--- config.mk ---
export PLATFORM = sky130hd
export DESIGN_NAME = intr_ctrl
export DESIGN_NICKNAME = d
export VERILOG_FILES = /design/src/rtl/intr_ctrl.sv
export SDC_FILE = /design/constraint.sdc
export NUM_CORES = 1
export LEC_CHECK = 0
export BUFFER_PORTS_ARGS = -buffer_cell sky130_fd_sc_hd__buf_4
export CORE_UTILIZATION = 34
export DETAILED_ROUTE_END_ITERATION = 8
export GPL_TIMING_DRIVEN = 0
export PLACE_DENSITY = 0.77
export REMOVE_ABC_BUFFERS = 1
export SETUP_SLACK_MARGIN = 0.3
export SLEW_MARGIN = 10
export SYNTH_ARGS = -nofsm -noshare
export SYNTH_HDL_FRONTEND = slang
export SYNTH_SLANG_ARGS = --single-unit
--- constraint.sdc ---
create_clock -name CLK -period 2.5 [get_ports CLK]
set_clock_uncertainty 0.2 [all_clocks]
set_input_delay 0.75 -clock CLK [delete_from_list [all_inputs] [get_ports CLK]]
set_output_delay 0.75 -clock CLK [all_outputs]
set_load 0.01 [all_outputs]
--- src/rtl/intr_ctrl.sv ---
// Interrupt controller: synchronizes an async interrupt line, latches it as pending,
// and sequences trap entry (TAKE), handler residency and mret return (RET).
module intr_ctrl #(
   parameter int unsigned SYNC_STAGES = 2
) (
   input  logic        CLK,
   input  logic        RST,
   input  logic        INTR,
   input  logic        INSTR_DONE,
   input  logic        MRET,
   input  logic        CSR_MIE,
   input  logic [31:0] CSR_MTVEC,
   input  logic [31:0] CSR_MEPC,
   output logic        INT_TAKEN,
   output logic        TRAP_VALID,
   output logic [31:0] TRAP_PC,
   output logic        MIE_RESTORE,
   output logic        IN_HANDLER,
   output logic        PENDING,
   output logic [7:0]  MISSED_CNT
);

   localparam int unsigned CNT_W = 8;
   localparam int unsigned PC_W  = 32;

   typedef enum logic [1:0] {
      IDLE    = 2'd0,
      TAKE    = 2'd1,
      HANDLER = 2'd2,
      RET     = 2'd3
   } state_e;

   state_e                 state_q, state_d;
   logic [SYNC_STAGES-1:0] sync_q, sync_d;
   logic                   s_d_q, s_d_d;
   logic                   pending_q, pending_d;
   logic [CNT_W-1:0]       missed_q, missed_d;

   logic sync_out_c;
   logic event_c;
   logic enter_take_c;

   always_ff @(posedge CLK or posedge RST) begin
      if (RST) begin
         state_q   <= IDLE;
         sync_q    <= '0;
         s_d_q     <= 1'b0;
         pending_q <= 1'b0;
         missed_q  <= '0;
      end else begin
         state_q   <= state_d;
         sync_q    <= sync_d;
         s_d_q     <= s_d_d;
         pending_q <= pending_d;
         missed_q  <= missed_d;
      end
   end

   // Synchronizer chain, rising-edge detect, pending latch and saturating drop counter.
   always_comb begin
      sync_d       = {sync_q[SYNC_STAGES-2:0], INTR};
      sync_out_c   = sync_q[SYNC_STAGES-1];
      s_d_d        = sync_out_c;
      event_c      = sync_out_c & ~s_d_q;
      enter_take_c = (state_q == IDLE) & pending_q & CSR_MIE & INSTR_DONE;

      // A new edge arriving on the clearing edge keeps the flag set.
      pending_d = event_c | (pending_q & ~enter_take_c);

      missed_d = missed_q;
      if (event_c && pending_q && !enter_take_c && (missed_q != {CNT_W{1'b1}})) begin
         missed_d = missed_q + CNT_W'(1);
      end
   end

   // Next-state and Moore outputs; TRAP_PC passes the CSR value through in TAKE/RET.
   always_comb begin
      state_d     = state_q;
      INT_TAKEN   = 1'b0;
      TRAP_VALID  = 1'b0;
      TRAP_PC     = '0;
      MIE_RESTORE = 1'b0;
      IN_HANDLER  = 1'b0;

      case (state_q)
         IDLE: begin
            if (enter_take_c) begin
               state_d = TAKE;
            end
         end
         TAKE: begin
            INT_TAKEN  = 1'b1;
            TRAP_VALID = 1'b1;
            TRAP_PC    = PC_W'(CSR_MTVEC);
            state_d    = HANDLER;
         end
         HANDLER: begin
            IN_HANDLER = 1'b1;
            if (MRET) begin
               state_d = RET;
            end
         end
         RET: begin
            TRAP_VALID  = 1'b1;
            TRAP_PC     = PC_W'(CSR_MEPC);
            MIE_RESTORE = 1'b1;
            state_d     = IDLE;
         end
         default: state_d = IDLE;
      endcase
   end

   assign PENDING    = pending_q;
   assign MISSED_CNT = missed_q;

endmodule

Word level (Yosys, flattened, before mapping)
Cells that the tools add are included.

Register bits after elaboration: 14. Bits in latches: 0. RAM bits: 0. Memory bits (read-only): 0. Output and inout bits: 45. Logic and storage cells: 35. Memories kept: 0.

$add $sub $neg: 1. $mul: 0. Divide/modulo/power cells: 0. $lt $le $gt $ge: 0. Eq/ne operators: 6. Shift operators: 0. Muxes and demuxes: 8. Bitwise gates (word level): 8. Reductions and logical operators: 7.

Operators with widths (number): one-hot mux 32 bit (2 select lines) (1); adder 8 x 1 -> 8 bit (second input constant) (1); inequality test 8 bit (second input constant) (1); one-hot mux 2 bit (4 select lines) (1); AND 1 bit (5); == test 2 bit (second input constant) (2); 2-to-1 mux 1 bit (4); 2-to-1 mux 2 bit (2); inequality test 2 bit (second input constant) (2); logical AND 1 bit (3); == test 2 x 1 -> 1 bit (second input constant) (1); logical NOT 2 bit (1); NOT 1 bit (2); AND reduction 2 bit (1); OR reduction 2 bit (1); logical NOT 1 bit (1); OR 1 bit (1).

Longest topological paths before layout
Gate-level depths: netlist of run 1.

Word-level depth: 7. Depth in mapped cells: 6. Mapped depth without buffers: 6.

Worst setup path before layout of run 1
OpenSTA, ideal clock, no wires.

Kind: reg2out. Start: register state_q[1]. End: output TRAP_PC[10]. Arrival time: 1.366 ns. Path slack: 0.184 ns. Stages on the path, launching flop included: 6. Path buffers: 2. Path through: dfrtp_1 > inv_1 > ha_1 > buf_1 > clkbuf_1 > a22o_1.

Word-level cells in the longest chain between the ends: 2. Elaborated cells on any way between the ends: 3. Those cells by class: eq/ne: 2; mux: 1.

RTL lines: start: declaration (line 33) `state_e state_q, state_d;`; start signal: assignment (line 51) `state_q <= state_d;`; == test 2 bit / == test 2 x 1 -> 1 bit (equally long branches) (line 85) `case (state_q)`; one-hot mux 32 bit (2 select lines) * (line 85); end: declaration (line 16) `output logic [31:0] TRAP_PC,`.

Mark *: on every way between the ends. The rest lies on a longest branch, timed or not.

Final worst setup path of run 1
Start: register state_q[1]. End: output TRAP_PC[22].

Same word-level chain as after synthesis.

==> flow_summary_export.csv, run 1 <==
group,metric,value,unit
run_status,status,"finished with violations",
global_routing,overflow,0,
global_routing,track_usage,0.242,
floorplan,chipWidth,57.3,um
clock_network,clock_sinks,14,
route,via_per_inst,5.26,
route,firstDrtPassIters,6,
finish,final_nets,306,
setup_path,cp_slowest_cell,"dfrtp_1",
global_routing,grt_start_max_net_pins,18,
setup_path,crit_family,"buffers and inverters",
pwr,p_seq_frac,0.167,
route,vias,1367,
synthesis,synth_area,0.00104,mm^2
run_status,violations,"DRC",
synthesis,syn_area_per_cell,9.73,um^2
floorplan,fp-row-count,19,
place,dpl.hpwl,3150,um
synthesis,ys_types,29,
place,portBuffers,114,
route,wire_per_inst,16.2,um
synthesis,synthTopCellsByArea,"dfrtp_1 (34%), a22o_1 (27%), ha_1 (7.2%)",
setup_path,worstSetupEndpointType,"primary output",
floorplan,die_h,57.3,um
setup_path,max_stage_delay,0.39,ns
sta,finalHoldViolCount,0,
sta,timing.fmax,405,MHz
pwr,clkPwrFrac,0.070,
pwr,vdd_ir_drop_max,0.682,mV
setup_path,path_cells,"buf_6 -> ha_4 -> buf_12 -> a22o_1 -> buf_4",
pwr,p_sw,918,uW
synthesis,synth_flop_cell,"dfrtp_1",
sta,worst_pin_slew,0.523,ns
global_routing,grt_pass1_vias,1307,
clock_network,ctsRootBufferMaster,"clkbuf_4",
sta,slew_headroom,0.651,
finish,area_delta_synth_final,107,%
flow_run,cap_violations,0,
synthesis,synth_edf_count,0,
worst_hold_path,hold_path_class,"reg2reg",
clock_network,cts_buffers,3,
place,gp_congestion,0.780,
floorplan,io_pins,115,
synthesis,ys_warn_count,0,
setup_path,crit_fanout,10,
sta,rsz0062_at_grt,"yes",
pwr,power.leakage,1.14,nW
synthesis,synth_common_cells,"a22o_1 (32), dfrtp_1 (14), ha_1 (6), nand3_1 (6)",
finish,drive_above_1_share,0.624,
synthesis,synth.top_cell.area_share,0.337,
sta,final.period_utilization,0.987,
clock_network,cts_tree,"done",
sta,final_max_slew_viol_count,0,
finish,diodes,0,
setup_path,path_class,"reg2out",
setup_path,required,1.55,ns
sta,finalCriticalPeriod,2.47,ns
route,drtAntennaViolNets,0,
setup_path,path_depth,5,
synthesis,yosysSeqAreaShare,0.337,
route,drt-total-wl,4220,um
pwr,p_comb_frac,0.763,
route,drt_iter0_drc,65,
setup_path,worstRegToRegCells,6,
clock_network,clkTransAtPathRegs,0.08,ns
clock_network,htreeDepth,1,
finish,n_fill_cell,210,
clock_network,clockBufferDepth,2,
pwr,power_density,1070,mW/mm^2
pwr,switching_share,0.396,
finish,regArea,352,um^2
floorplan,start_util,0.368,
floorplan,core_area,0.00283,mm^2
place,dpl-instance-area,0.00190,mm^2
finish,multi_input_area,667,um^2
global_routing,busiest_layer,"met2",
global_routing,grtUsageMet2,0.486,
pwr,totalPowerFinal,2.32,mW
worst_hold_path,whs_path_depth,0,
setup_path,cp.arrival,1.52,ns
setup_path,cp-start-kind,"flop",
synthesis,synthMostInstantiatedCell,"a22o_1",
clock_network,clock_latency,0.29,ns
global_routing,use_met1,0.262,
finish,final_cell_area,0.00216,mm^2
setup_path,critPathBufInv,3,
synthesis,ys_ff_latch,14,
global_routing,grt_pass1_wl,6090,um
synthesis,yosys.area.top_type,"dfrtp_1",
global_routing,use_met3,0.0249,
synthesis,async_reset_ff_frac,1.00,
route,drc,10,
pwr,internal_power,1.40,mW
global_routing,antenna_found_initial,0,
synthesis,synthesis.instances,107,
sta,setup_viol,0,
floorplan,die-area,0.00329,mm^2
[final cells by class]
cell class / instances / share of cell area
Timing Repair Buffer: 126 / 0.485
Multi-Input combinational cell: 80 / 0.309
Sequential cell: 14 / 0.163
Tap cell: 31 / 0.0180
Clock buffer: 4 / 0.0168
Inverter: 5 / 0.00869
[power groups by stage]
| stage | clock [mW] | combinational (mW) | sequential, mW |
|---|---|---|---|
| final | 0.163 | 1.77 | 0.388 |
| after global routing | 0.173 | 1.87 | 0.399 |
| after CTS | 0.168 | 1.76 | 0.387 |
| after detailed placement | 0 | 1.41 | 0.382 |
| after global placement | 0 | 1.37 | 0.377 |
| after floorplan | 0 | 0.700 | 0.388 |
[cell families after synthesis]
kind of cell | count (synthesis) | share of synthesized area
buf+inv | 13 | 0.0517
simple gates | 28 | 0.160
fa+ha+maj | 6 | 0.0721
compound gates | 39 | 0.312
mux | 4 | 0.0421
xor+xnor | 3 | 0.0252
flops | 14 | 0.337
[through the flow]
step	util	hold slack [ns]	TNS (ns)	instances	setup slack (ns)
after CTS	0.759	0.164	0	259	0.0485
after global placement	0.672	0.146	-4.94	244	-0.161
after global routing	0.763	0.173	0	260	0.00786
final	0.763	0.159	0	260	0.0329
after floorplan	-	0.131	0	99	0.0596
after detailed placement	0.672	0.144	-9.28	244	-0.294
[flip-flops by register name (all words and copies together), names as in the netlist]
signal,count
sync_q,2
s_d_q,1
state_q,2
MISSED_CNT,8
PENDING,1
[cells in the final DEF, fill, tap and decap left out]
cell type / instances
clkbuf_4: 3
nand4_1: 1
buf_6: 15
o21ai_0: 3
and2_4: 1
a22o_1: 32
or2_4: 1
buf_4: 108
inv_1: 5
dfrtp_2: 1
and3_1: 1
buf_16: 1
and3b_2: 1
ha_1: 3
xnor2_1: 2
nand4_2: 1
nor2b_1: 1
dfrtp_1: 13
and3_2: 1
and4_1: 1
mux2i_1: 1
buf_12: 2
a211oi_1: 1
a21oi_1: 2
nor2_1: 5
nand3_1: 6
o211ai_2: 1
nand2_1: 5
ha_4: 2
xor2_1: 1
ha_2: 1
nor3_2: 2
clkbuf_8: 1
nand2_2: 1
mux2_1: 3
[metal layers]
| layer | vias to the layer above | routed length [um] | part of all wire |
|---|---|---|---|
| met2 | 63 | 2360 | 0.56 |
| met5 | - | 0 | 0 |
| met1 | 647 | 1460 | 0.34 |
| met4 | 0 | 35 | 0.0083 |
| met3 | 4 | 362 | 0.086 |
| li1 | 653 | - | - |
[worst register-to-register path, stage by stage, from the launching register on]
cell and delay (ns):
dfrtp_2 0.44, inv_1 0.10, ha_1 0.24, nand3_1 0.18
nand2_2 0.10, nor3_2 0.20, mux2_1 0.33
[path summary, 6_finish.rpt]
kind	startpoint	to	slack (ns)
max	state_q[1]	TRAP_PC[22]	0.03
min	sync_q[0]	sync_q[1]	0.16
max reg2reg	state_q[0]	MISSED_CNT[5]	0.61
min reg2reg	sync_q[0]	sync_q[1]	0.16
max in group asynchronous	RST	state_q[0]	1.42
min in group asynchronous	RST	MISSED_CNT[7]	0.29
[repair_timing]
| action | in CTS | in global routing |
|---|---|---|
| hold buffers | 0 | 0 |
| endpoints found under the hold margin | 0 | 0 |
| gates cloned | 1 | 0 |
| setup buffers | 10 | 1 |
| resized for setup | 22 | 2 |
| setup endpoints to repair | 35 | 36 |
| pin swaps | 1 | 0 |
Power figures use the tool's default switching activity.
==> run 2, diff against run 1 <==
--- a/config.mk
+++ b/config.mk
@@ -10,6 +10,7 @@
 export DETAILED_ROUTE_END_ITERATION = 8
 export GPL_TIMING_DRIVEN = 0
 export PLACE_DENSITY = 0.77
+export RECOVER_POWER = 25
 export REMOVE_ABC_BUFFERS = 1
 export SETUP_SLACK_MARGIN = 0.3
 export SLEW_MARGIN = 10
==> run 2 against run 1 <==
  * The run still ends with DRC left
  * Clock power about the same
  * Register-to-register slack about the same
  * Critical path depth unchanged
  * Die area unchanged
  * Non-clock buffer count unchanged
  * Global-route usage unchanged
  * Critical endpoint unchanged
  * Wire length about the same
  * First-iteration DRC count unchanged
  * Critical path type unchanged
  * Count of clock-buffer cells in the layout unchanged
  * Total power about the same
  * Combinational power about the same
==> flow_summary_export.csv, run 2 (synthesized netlist as in run 1, its figures left out) <==
group,metric,value,unit
worst_hold_path,hold_path_class,"reg2reg",
finish,layout_commonest_cell,"buf_4",
route,met1_length,1460,um
route,route.met2.wl,2360,um
setup_path,required,1.55,ns
floorplan,start_util,0.368,
route,drt_iter0_drc,65,
sta,setup_viol,0,
sta,finalCriticalPeriod,2.47,ns
setup_path,path_class,"reg2out",
floorplan,chipWidth,57.3,um
sta,fin_hold_ws,0.159,ns
global_routing,track_usage,0.242,
setup_path,cp-start-kind,"flop",
clock_network,clkTransAtPathRegs,0.07,ns
floorplan,fp-row-count,19,
sta,tns,0,ns
route,firstDrtPassIters,6,
global_routing,grt_pass1_vias,1307,
route,vias,1364,
run_status,status,"finished with violations",
finish,final_cell_area,0.00216,mm^2
finish,largest_reg_flops,8,
pwr,vdd_ir_drop_max,0.680,mV
floorplan,die-area,0.00329,mm^2
clock_network,cts_tree,"done",
place,dpl-instance-area,0.00190,mm^2
finish,n_fill_cell,210,
finish,area_delta_synth_final,107,%
route,drt-total-wl,4220,um
floorplan,io_pins,115,
floorplan,core_area,0.00283,mm^2
finish,diodes,0,
place,portBuffers,114,
route,drc,10,
finish,fin_util,0.763,
finish,drive_above_1_share,0.624,
sta,final.period_utilization,0.987,
route,via_per_inst,5.25,
route,top_layer,"met4",
clock_network,clock_latency,0.29,ns
place,dpl.hpwl,3150,um
floorplan,die_h,57.3,um
route,drtAntennaViolNets,0,
sta,finalHoldViolCount,0,
clock_network,clock_sinks,14,
clock_network,htreeDepth,1,
global_routing,grt_start_max_net_pins,18,
run_status,violations,"DRC",
clock_network,ctsRootBufferMaster,"clkbuf_4",
route,met3_length,362,um
setup_path,cp.arrival,1.52,ns
sta,timing.fmax,405,MHz
sta,slew_headroom,0.651,
setup_path,worstSetupEndpointType,"primary output",
global_routing,antenna_found_initial,0,
finish,final_nets,306,
sta,worst_pin_slew,0.522,ns
pwr,power.leakage,1.14,nW
global_routing,overflow,0,
sta,final_max_slew_viol_count,0,
route,wire_per_inst,16.2,um
clock_network,cts_buffers,3,
place,gp_congestion,0.780,
finish,mostFrequentLayoutCells,"buf_4 (106), a22o_1 (32), buf_6 (15), dfrtp_1 (13), nand3_1 (6)",
clock_network,clockBufferDepth,2,
sta,rsz0062_at_grt,"yes",
pwr,power_density,1070,mW/mm^2
global_routing,grt_pass1_wl,6090,um
setup_path,crit_fanout,10,
clock_network,cts_hold_buffers,0,
flow_run,cap_violations,0,
==> run 2: cell types whose count changed in the layout (fill, tap and decap cells not counted) <==
cell / previous run / this run
buf_4: 108 / 106
clkbuf_4: 3 / 5
==> run 2: report_power, final <==
part           leakage, nW  internal (mW)  total (mW)  switching, mW
logic                0.955           1.02        1.77          0.753
registers            0.165          0.296       0.388         0.0919
clock network       0.0210         0.0888       0.162         0.0735
==> run 2: routing by layer <==
layer / vias to the layer above / global-route usage
met5: - / 0
met4: 0 / 0.0767
met3: 4 / 0.0249
met2: 63 / 0.486
met1: 644 / 0.262
li1: 653 / -
==> run 2: area by class of cell <==
type                            count  area (um^2)  area share
Clock buffer                        4         36.3      0.0168
Inverter                            5         18.8     0.00869
Multi-Input combinational cell     80          667       0.309
Sequential cell                    14          352       0.163
Tap cell                           31         38.8      0.0180
Timing Repair Buffer              126         1050       0.485
==> run 2: worst max-delay path, stage by stage, from the launching register on <==
cell	delay, ns
dfrtp_1	0.39
buf_6	0.12
ha_4	0.20
buf_12	0.15
a22o_1	0.22
buf_4	0.15
==> run 2: what timing repair did <==
action / 4_1_cts / 5_1_grt
gates cloned: 1 / 0
pin swaps: 1 / 0
setup buffers: 10 / 1
setup endpoints to repair: 35 / 36
resized for setup: 22 / 2
endpoints found under the hold margin: 0 / 0
==> run 2: path summary, 6_finish.rpt <==
path	slack (ns)	endpoint	depth (start not counted)	start
min in group asynchronous	0.29	MISSED_CNT[7]	2	RST
min	0.16	sync_q[1]	0	sync_q[0]
max	0.03	TRAP_PC[22]	5	state_q[1]
max in group asynchronous	1.42	state_q[0]	2	RST
max reg2reg	0.61	MISSED_CNT[5]	6	state_q[0]
min reg2reg	0.16	sync_q[1]	0	sync_q[0]
==> run 2: metrics by stage <==
step           setup slack [ns]  cells  power (mW)
2_1_floorplan            0.0596     99        1.09
3_3_place_gp             -0.161    244        1.75
3_5_place_dp             -0.294    244        1.79
4_1_cts                  0.0485    259        2.31
5_1_grt                 0.00786    260        2.44
6_report                 0.0337    260        2.32
==> run 3, diff against run 2 <==
--- a/config.mk
+++ b/config.mk
@@ -9,8 +9,7 @@
 export CORE_UTILIZATION = 34
 export DETAILED_ROUTE_END_ITERATION = 8
 export GPL_TIMING_DRIVEN = 0
-export PLACE_DENSITY = 0.77
-export RECOVER_POWER = 25
+export PLACE_DENSITY = 0.8
 export REMOVE_ABC_BUFFERS = 1
 export SETUP_SLACK_MARGIN = 0.3
 export SLEW_MARGIN = 10
==> run 3 against run 2 <==
  * Wire length shrank 3.1%
  * Via count down 0.95%
  * Hold slack worse by 0.0023 ns
  * Cell count decreased by 1.2%
  * Register-to-register slack better by 0.03 ns
  * Sequential cell count is the same
  * Non-clock buffer count is 3 lower
  * Critical path depth unchanged
  * Die area is the same
  * First-iteration DRC count is 25% higher
  * Count of clock-buffer cells in the layout unchanged
  * Largest power group unchanged
  * Total power fell by 7.0%
  * The run still ends with DRC left
==> flow_summary_export.csv, run 3 (synthesized netlist as in run 1, its figures left out) <==
group,metric,value,unit
worst_hold_path,whs_endpoint,"sync_q[1]",
clock_network,clockBufferDepth,2,
sta,setup_viol,0,
finish,fin_util,0.728,
pwr,internal_power,1.27,mW
global_routing,antenna_found_initial,0,
setup_path,cp-start-kind,"flop",
pwr,power_density,1050,mW/mm^2
finish,layout.cells.non_filler,257,
setup_path,worstSetupEndpointType,"primary output",
global_routing,grt_pass1_wl,6250,um
finish,drive_above_1_share,0.619,
floorplan,chipWidth,57.3,um
pwr,p_comb_frac,0.745,
global_routing,grt_pass1_vias,1296,
finish,area_delta_synth_final,97.8,%
clock_network,htreeDepth,1,
sta,finalWorstSetupSlack,0.0321,ns
route,wire_per_inst,15.9,um
floorplan,start_util,0.368,
pwr,clkPwrFrac,0.075,
route,firstDrtPassIters,6,
floorplan,die-area,0.00329,mm^2
clock_network,cts_tree,"done",
finish,layout_commonest_cell,"buf_4",
flow_run,cap_violations,0,
clock_network,clkTransAtPathRegs,0.08,ns
pwr,vdd_ir_drop_max,0.683,mV
place,dpl.hpwl,3100,um
worst_hold_path,min_from,"sync_q[0]",
place,portBuffers,114,
place,pre_cts_slack,-0.278,ns
finish,mostFrequentLayoutCells,"buf_4 (120), a22o_1 (32), dfrtp_1 (13), nand3_1 (6)",
route,met3_length,323,um
pwr,p_seq_frac,0.180,
clock_network,cts_hold_buffers,0,
setup_path,required,1.55,ns
sta,final.period_utilization,0.987,
setup_path,worstRegToRegCells,6,
pwr,switching_share,0.409,
floorplan,die_h,57.3,um
run_status,status,"finished with violations",
pwr,totalPowerFinal,2.16,mW
finish,final_nets,303,
global_routing,grt_start_max_net_pins,18,
setup_path,rrSetupSlack,0.64,ns
finish,largest_reg_flops,8,
setup_path,r2r_start,"state_q[0]",
finish,multi_input_area,662,um^2
sta,final_max_slew_viol_count,0,
setup_path,cp.arrival,1.52,ns
place,dp_cells,244,
route,route.met2.wl,2210,um
floorplan,fp-row-count,19,
clock_network,ctsRootBufferMaster,"clkbuf_4",
pwr,power.leakage,1.11,nW
route,vias,1351,
place,gp_congestion,0.815,
finish,diodes,0,
pwr,p_sw,882,uW
route,via_per_inst,5.26,
run_status,violations,"DRC",
worst_hold_path,hold_path_class,"reg2reg",
setup_path,path_class,"reg2out",
clock_network,clock_latency,0.28,ns
global_routing,track_usage,0.248,
setup_path,crit_fanout,9,
floorplan,io_pins,115,
finish,regArea,352,um^2
sta,timing.fmax,405,MHz
route,top_layer,"met4",
sta,worst_pin_slew,0.519,ns
clock_network,cts_buffers,3,
clock_network,clock_sinks,14,
setup_path,r2r-end,"MISSED_CNT[7]",
finish,n_fill_cell,224,
route,drc,10,
sta,finalHoldViolCount,0,
worst_hold_path,whs_path_depth,0,
route,drt_iter0_drc,81,
floorplan,core_area,0.00283,mm^2
route,met1_length,1490,um
route,drtAntennaViolNets,0,
sta,finalCriticalPeriod,2.47,ns
route,drt-total-wl,4090,um
sta,rsz0062_at_grt,"yes",
global_routing,overflow,0,
sta,slew_headroom,0.653,
[run 3: timing repair]
item                                   4_1_cts  5_1_grt
resized for setup                            7        1
endpoints found under the hold margin        0        0
setup endpoints to repair                   35       36
buffers inserted                             9        0
pin swaps                                    1        0
[run 3: layer usage]
metal,track usage,vias to the layer above
met3,0.0317,6
met5,0,-
li1,-,647
met1,0.288,638
met2,0.467,60
met4,0.0836,0
[run 3: layout make-up]
type / instances / area share
well taps: 31 / 0.0188
clock buffers: 4 / 0.0176
flip-flops and latches: 14 / 0.171
inverters: 5 / 0.00911
repair buffers: 123 / 0.462
multi-input cells: 80 / 0.321
[run 3: through the flow]
step           area [um^2]  hold WS (ns)  setup TNS (ns)
6_report              2060         0.157               0
5_1_grt               2060         0.171          -0.124
4_1_cts               2060         0.163               0
3_5_place_dp          1900         0.137           -8.39
3_3_place_gp          1900         0.141           -5.06
2_1_floorplan         1010         0.131               0
[run 3: power by group through the flow]
stage	Clock, mW	Combinational, mW	Sequential (mW)
after detailed placement	0	1.40	0.385
after CTS	0.168	1.61	0.388
final	0.161	1.61	0.389
after global routing	0.170	1.72	0.405
after floorplan	0	0.700	0.388
after global placement	0	1.37	0.377
[run 3: worst max-delay path by stage]
stage,slack [ns],endpoint,from,cells after the start
after floorplan,0.06,TRAP_PC[0],state_q[1],3
after global placement,-0.16,TRAP_PC[30],state_q[1],4
after detailed placement,-0.28,TRAP_PC[29],state_q[1],4
after CTS,0.03,TRAP_VALID,state_q[1],5
after global routing,-0.02,TRAP_PC[26],state_q[1],5
final,0.03,TRAP_PC[6],state_q[1],5
[run 3: critical path, stage by stage (launching register included)]
cell,delay [ns]
dfrtp_1,0.39
buf_4,0.15
ha_4,0.19
buf_4,0.16
a22o_1,0.21
buf_4,0.14
